$ cat src/rtl/firebird7_in_gate1_tessent_tdr_mux_ctl.sv
// firebird7_in_gate1_tessent_tdr_mux_ctl: IJTAG TDR that drives a data mux select/data
// pair with make-before-break select sequencing.  Revision 1.0
`default_nettype none

module firebird7_in_gate1_tessent_tdr_mux_ctl #(
  parameter int WIDTH = 3
) (
  input  logic             ijtag_tck,
  input  logic             ijtag_reset,
  input  logic             ijtag_sel,
  input  logic             ijtag_ce,
  input  logic             ijtag_se,
  input  logic             ijtag_ue,
  input  logic             ijtag_si,
  output logic             ijtag_so,
  input  logic [WIDTH-1:0] capture_data_in,
  output logic [WIDTH-1:0] ijtag_data_out,
  output logic             ijtag_select_out
);

  typedef enum logic [3:0] {
    ST_OFF  = 4'b0001,
    ST_ARM  = 4'b0010,
    ST_ON   = 4'b0100,
    ST_DROP = 4'b1000
  } state_t;

  state_t           r_state;
  logic [WIDTH:0]   r_sr;
  logic [WIDTH:0]   r_pend;
  logic             r_pend_vld;

  logic             w_upd;
  logic             w_evt_vld;
  logic [WIDTH:0]   w_evt;

  assign ijtag_so  = r_sr[0];
  assign w_upd     = ijtag_sel & ijtag_ue & ~ijtag_ce & ~ijtag_se;
  // A fresh update takes precedence over one deferred from ARM/DROP.
  assign w_evt_vld = w_upd | r_pend_vld;
  assign w_evt     = w_upd ? r_sr : r_pend;

  always_ff @(posedge ijtag_tck) begin
    if (ijtag_reset) begin
      r_sr             <= '0;
      r_pend           <= '0;
      r_pend_vld       <= 1'b0;
      ijtag_data_out   <= '0;
      ijtag_select_out <= 1'b0;
      r_state          <= ST_OFF;
    end else begin
      if (ijtag_sel) begin
        if (ijtag_ce) begin
          r_sr <= {capture_data_in, ijtag_select_out};
        end else if (ijtag_se) begin
          r_sr <= {ijtag_si, r_sr[WIDTH:1]};
        end
      end

      case (r_state)
        ST_OFF: begin
          r_pend_vld <= 1'b0;
          if (w_evt_vld) begin
            ijtag_data_out <= w_evt[WIDTH:1];
            if (w_evt[0]) begin
              r_state <= ST_ARM;
            end
          end
        end
        ST_ARM: begin
          ijtag_select_out <= 1'b1;
          r_state          <= ST_ON;
          if (w_upd) begin
            r_pend     <= r_sr;
            r_pend_vld <= 1'b1;
          end
        end
        ST_ON: begin
          r_pend_vld <= 1'b0;
          if (w_evt_vld) begin
            if (w_evt[0]) begin
              ijtag_data_out <= w_evt[WIDTH:1];
            end else begin
              ijtag_select_out <= 1'b0;
              r_state          <= ST_DROP;
            end
          end
        end
        ST_DROP: begin
          r_state <= ST_OFF;
          if (w_upd) begin
            r_pend     <= r_sr;
            r_pend_vld <= 1'b1;
          end
        end
        default: begin
          r_state <= ST_OFF;
        end
      endcase
    end
  end

endmodule

`default_nettype wire
$ cat config.mk
export PLATFORM = sky130hd
export DESIGN_NAME = firebird7_in_gate1_tessent_tdr_mux_ctl
export DESIGN_NICKNAME = d
export VERILOG_FILES = /design/src/rtl/firebird7_in_gate1_tessent_tdr_mux_ctl.sv
export SDC_FILE = /design/constraint.sdc
export NUM_CORES = 1
export LEC_CHECK = 0
export ABC_AREA = 0
export BUFFER_PORTS_ARGS = -buffer_cell sky130_fd_sc_hd__buf_2
export CAP_MARGIN = 20
export CORE_MARGIN = 3
export CORE_UTILIZATION = 48
export CTS_CLUSTER_SIZE = 24
export DETAILED_ROUTE_END_ITERATION = 12
export PLACE_DENSITY = 0.69
export SETUP_SLACK_MARGIN = 0.5
export SYNTH_ARGS = -nofsm -noshare
export SYNTH_HDL_FRONTEND = slang
export SYNTH_SLANG_ARGS = --single-unit
$ cat constraint.sdc
create_clock -name ijtag_tck -period 2 [get_ports ijtag_tck]
set_input_delay 0.4 -clock ijtag_tck [delete_from_list [all_inputs] [get_ports ijtag_tck]]
set_output_delay 0.4 -clock ijtag_tck [all_outputs]
set_load 0.01 [all_outputs]
After elaboration in Yosys (flattened, before gate mapping)
Index checks and enable logic that the tools add are counted.
{"block": "totals", "wordCells": 50, "in_bits": 10, "out_inout_bits": 5, "ff_bits": 17}
{"block": "op_classes", "n_mux": 17, "eq_ne": 10, "bitwise_logic": 6, "reduce_logical": 11}
{"operator": "2-to-1 mux 4 bit", "n": 7}
{"operator": "one-hot mux 4 bit (3 select lines)", "n": 1}
{"operator": "inequality test 2 bit (second input constant)", "n": 5}
{"operator": "2-to-1 mux 3 bit", "n": 3}
{"operator": "AND reduction 4 bit", "n": 2}
{"operator": "nonzero test 2 bit", "n": 4}
{"operator": "one-hot mux 3 bit (2 select lines)", "n": 1}
{"operator": "equality test 4 x 1 -> 1 bit (second input constant)", "n": 1}
{"operator": "equality test 4 x 2 -> 1 bit (second input constant)", "n": 1}
{"operator": "equality test 4 x 3 -> 1 bit (second input constant)", "n": 1}
{"operator": "equality test 4 bit (second input constant)", "n": 1}
{"operator": "one-hot mux 1 bit (2 select lines)", "n": 2}
{"operator": "AND reduction 2 bit", "n": 2}
{"operator": "OR reduction 2 bit", "n": 2}
{"operator": "bitwise AND 1 bit", "n": 3}
{"operator": "2-to-1 mux 1 bit", "n": 3}
{"operator": "AND reduction 3 bit", "n": 1}
{"operator": "inequality test 2 x 1 -> 1 bit (second input constant)", "n": 1}
{"operator": "inverter 1 bit", "n": 2}
{"operator": "bitwise OR 1 bit", "n": 1}

Depth between registers and ports, before layout
{"block": "logic_depth", "ltp_word": 7, "depth_mapped": 6, "depth_no_buf": 4}

Worst setup path before layout
Ideal clock, no wire load.
{"block": "synth_path", "path_kind": "input port to flip-flop", "from": "in ijtag_ce", "to": "reg ijtag_select_out", "arrival_time_ns": 1.910, "path_buffers": 2, "setup_time_ns": 0.115, "path_slack_ns": -0.025, "cell_stages": 6, "cell_sequence": "buf_6 nor4bb_4 buf_6 mux2_4 or4b_4 o21a_1"}
{"block": "synth_via", "elab_chain_cells": 6}
{"item": "start: declaration", "line_no": "11", "rtl": "input logic ijtag_ce,"}
{"item": "inverter 1 bit (*)", "line_no": "38", "rtl": "assign w_upd = ijtag_sel & ijtag_ue & ~ijtag_ce & ~ijtag_se;"}
{"item": "bitwise AND 1 bit (*) (2 in a row)", "line_no": "38"}
{"item": "2-to-1 mux 4 bit / bitwise OR 1 bit (equally long branches)"}
{"item": "inequality test 2 bit (no source line)"}
{"item": "AND reduction 3 bit (no source line) (*)"}
{"item": "end signal: assignment", "line_no": "49", "rtl": "ijtag_select_out <= 1'b0;"}
{"item": "end signal: assignment", "line_no": "71", "rtl": "ijtag_select_out <= 1'b1;"}
{"item": "end signal: assignment", "line_no": "84", "rtl": "ijtag_select_out <= 1'b0;"}
{"item": "end: declaration", "line_no": "18", "rtl": "output logic ijtag_select_out"}
Mark *: on every way between the ends. The rest lies on a longest branch, timed or not.
A chain may end at the register's enable or synchronous reset.

Final worst setup path
{"block": "layout_path", "from": "in ijtag_se", "to": "reg ijtag_select_out"}
{"block": "layout_via", "elab_chain_cells": 5}
{"item": "start: declaration", "line_no": "12", "rtl": "input logic ijtag_se,"}
{"item": "inverter 1 bit (*)", "line_no": "38"}
{"item": "bitwise AND 1 bit (*)", "line_no": "38"}
{"item": "2-to-1 mux 4 bit / bitwise OR 1 bit (equally long branches)"}
{"item": "inequality test 2 bit (no source line)"}
{"item": "AND reduction 3 bit (no source line) (*)"}
Marked as above.

==> results by group <==
Run status
  – Status: complete, no violations

Placed design
  – Placed inst area: 983 um^2
  – DP Worst Slack: 37.7 ps
  – DP Cell Count: 127
  – Port bufs: 14
  – HPWL after DPL: 1270 um
  – Routability cong.: 0.765

Global routing
  – GRT Residual Overflow: 0
  – Gr usage total: 16.0%
  – First-pass GRT wire length: 2980 um
  – Largest net degree at the start of global routing: 20
  – Initial antenna violation count: 0
  – Vias in the first global route: 687

Drt
  – DR DRC count: 0
  – Vias: 710
  – Number of routed nets with antenna violations: 0
  – Via density: 5.42
  – Iteration-0 DRC Markers: 10
  – Drt wl/cell: 13.1 um
  – Routed wire length: 1710 um
  – 1st-pass router iterations: 4

Synthesis
  – Synthesized cell area: 896 um^2
  – Mapped Cells: 92
  – YS warnings: 0
  – Synth Register Bits: 17
  – Synth cell types: 31
  – Post-synth net total: 102
  – Mean Syn Cell Area: 9.74 um^2
  – Share of the yosys chip area belonging to registers: 38.0%

Timing
  – Setup violators final: 0
  – Relative slew slack: 77.7%
  – Final TNS setup: 0 ps
  – Post-layout min period: 1610 ps
  – Final worst slack: 387 ps
  – RSZ-0062 raised after global routing: true
  – Final Skew: 1.37 ps
  – Worst-Margin Slew: 335 ps
  – FMAX: 0.620 GHz
  – Final-report hold violation count: 0
  – Pins Over Slew Limit: 0
  – Crit share post-route: 80.6%

Setup path
  – Critical Path Max Stage Delay: 480 ps
  – CP Launch Type: input pin
  – Worst path slowest cell: or4b_4
  – Setup crit end kind: flop
  – Reg-to-reg startpoint: r_state[3]$_SDFFE_PP0P_
  – Critical Path Start: ijtag_se
  – Crit Path Max Fanout: 2
  – Top delay family on crit path: simple AND/OR/NAND/NOR gates
  – Worst EP required: 2200 ps
  – Crit path cell chain: buf_6, nor4bb_4, mux2_4, or4b_4, o21a_1
  – Buf/Inv on CP: 1
  – CP Class: in2reg
  – Arrival time worst endpoint: 1810 ps

Final layout
  – Antenna cell count: 0
  – Final Cell Area: 0.00105 mm^2
  – Area growth syn-to-layout: 17.5%
  – Final #Nets: 118
  – Non-filler instance count after layout: 131
  – Fraction of layout cells with a size suffix above 1: 33.6%

Clock network
  – CTS Sinks: 17
  – Clock Tree Buf Depth: 2
  – Clock latency on the worst-skew pair: 290 ps
  – H-tree depth: 1
  – Clock transition at path regs: 90 ps
  – Root buffer cell: clkbuf_4
  – CTS tree: built
  – Total clock buffers created by CTS: 3
  – # hold bufs at CTS: 0

Floorplanning
  – Die W: 49.2 um
  – Total core area: 0.00163 mm^2
  – Die extent in y: 49.2 um
  – Initial core utilization: 55.0%
  – Site Rows: 14
  – Die area: 0.00242 mm^2
  – I/O pin cnt: 15

Worst hold path
  – Hold_sp: capture_data_in[0]
  – HP Class: in2reg

Pwr
  – Peak VDD IR: 0.501 mV
  – Pwr Total: 584 uW
  – Pwr dens: 555 mW/mm^2
  – Lkg Pwr: 0.436 nW

Flow run
  – Max-Cap Viols: 0
==> through the flow <==
stage	utilization [%]	hold slack (ps)
2_1_floorplan	-	463
3_3_place_gp	60.4	476
3_5_place_dp	60.4	501
4_1_cts	64.1	436
5_1_grt	64.6	434
6_report	64.6	448
==> placed cells by master (no fill, tap or decap), types with 2 or more instances in the layout <==
cell type	n
a211oi_1	4
a21oi_1	2
buf_2	12
buf_4	4
buf_6	2
clkbuf_4	3
dfxtp_1	15
dfxtp_2	2
inv_1	2
mux2_2	3
mux2i_1	12
nand2_1	2
nand2b_1	2
nand3b_1	3
nor2_1	15
nor2b_1	3
o21a_1	2
==> repair_timing <==
item                       CTS  global route
setup endpoints to repair    5             7
setup buffers                0             0
gates resized for setup      6             2
pin swaps                    0             1
hold endpoints to repair     0             0
==> registers in the layout, indices dropped and copies added (netlist names) <==
| register | flops |
|---|---|
| ijtag_data_out | 3 |
| ijtag_select_out | 1 |
| r_pend | 4 |
| r_pend_vld | 1 |
| r_sr | 4 |
| r_state | 4 |
==> tightest hold or removal path: cells and delay by family <==
kind | cells | cell delay (ps)
buffers and inverters | 1 | 100
AOI/OAI and AO/OA | 1 | 80
muxes | 1 | 120
==> where the power goes <==
group	leakage, nW	switching (mW)	internal [mW]	total [mW]
Combinational	0.281	0.0253	0.0271	0.0524
Clock	0.0177	0.106	0.0745	0.181
Sequential	0.138	0.00683	0.345	0.352
Total	0.436	0.138	0.446	0.584
==> worst paths after layout <==
path | slack, ps | end | cells after the start
setup / recovery | 390 | ijtag_select_out$_SDFFE_PP0P_ | 5
hold / removal | 450 | r_sr[1]$_SDFFE_PP0P_ | 3
setup reg to reg | 480 | ijtag_data_out[1]$_SDFFE_PP0P_ | 4
hold reg to reg | 510 | r_pend[1]$_SDFFE_PP0P_ | 2
==> cell usage after synthesis <==
cell / instances / share of area (%)
dfxtp_1: 17 / 38
nor2_1: 15 / 6.3
mux2i_1: 12 / 13
a211oi_1: 4 / 3.4
clkbuf_1: 3 / 1.3
mux2_2: 3 / 3.8
nand2b_1: 3 / 2.1
nand3b_1: 3 / 2.5
nor2b_1: 3 / 2.1
a2111oi_2: 2 / 3.4
a21oi_1: 2 / 1.1
a31oi_1: 2 / 1.4
buf_6: 2 / 2.5
inv_1: 2 / 0.84
nand2_1: 2 / 0.84
o21a_1: 2 / 1.7
a311oi_1: 1 / 0.98
and2_1: 1 / 0.70
buf_1: 1 / 0.42
buf_2: 1 / 0.56
mux2_4: 1 / 1.7
nand3_1: 1 / 0.56
nor3_1: 1 / 0.56
nor4b_1: 1 / 0.98
nor4bb_4: 1 / 2.8
o32a_1: 1 / 1.1
o32ai_1: 1 / 0.98
or2_2: 1 / 0.70
or4b_4: 1 / 1.5
xnor2_1: 1 / 0.98
xor2_1: 1 / 0.98
==> final cells by class <==
cell class,count,area (um^2)
clock buffer,3,22.5
clock inverter,1,5.00
fill,148,577
inverter,2,7.51
multi-input combinational,66,532
sequential,17,343
tap,24,30.0
timing repair buffer,18,113
==> cells by family after synthesis <==
group,share of synthesized area (%)
simple gates,21.6
flops,38.0
mux,18.9
compound gates,14.0
buf+inv,5.59
xor+xnor,1.96
==> per-layer routing <==
metal  wire (um)  GRT usage (%)  up-vias
met1         720           17.4      342
met2         912           28.3        9
met4          10           2.84        0
met5           0              0        -
li1            -              -      357
met3          68           7.34        2
(Power assumes the default switching activity.)
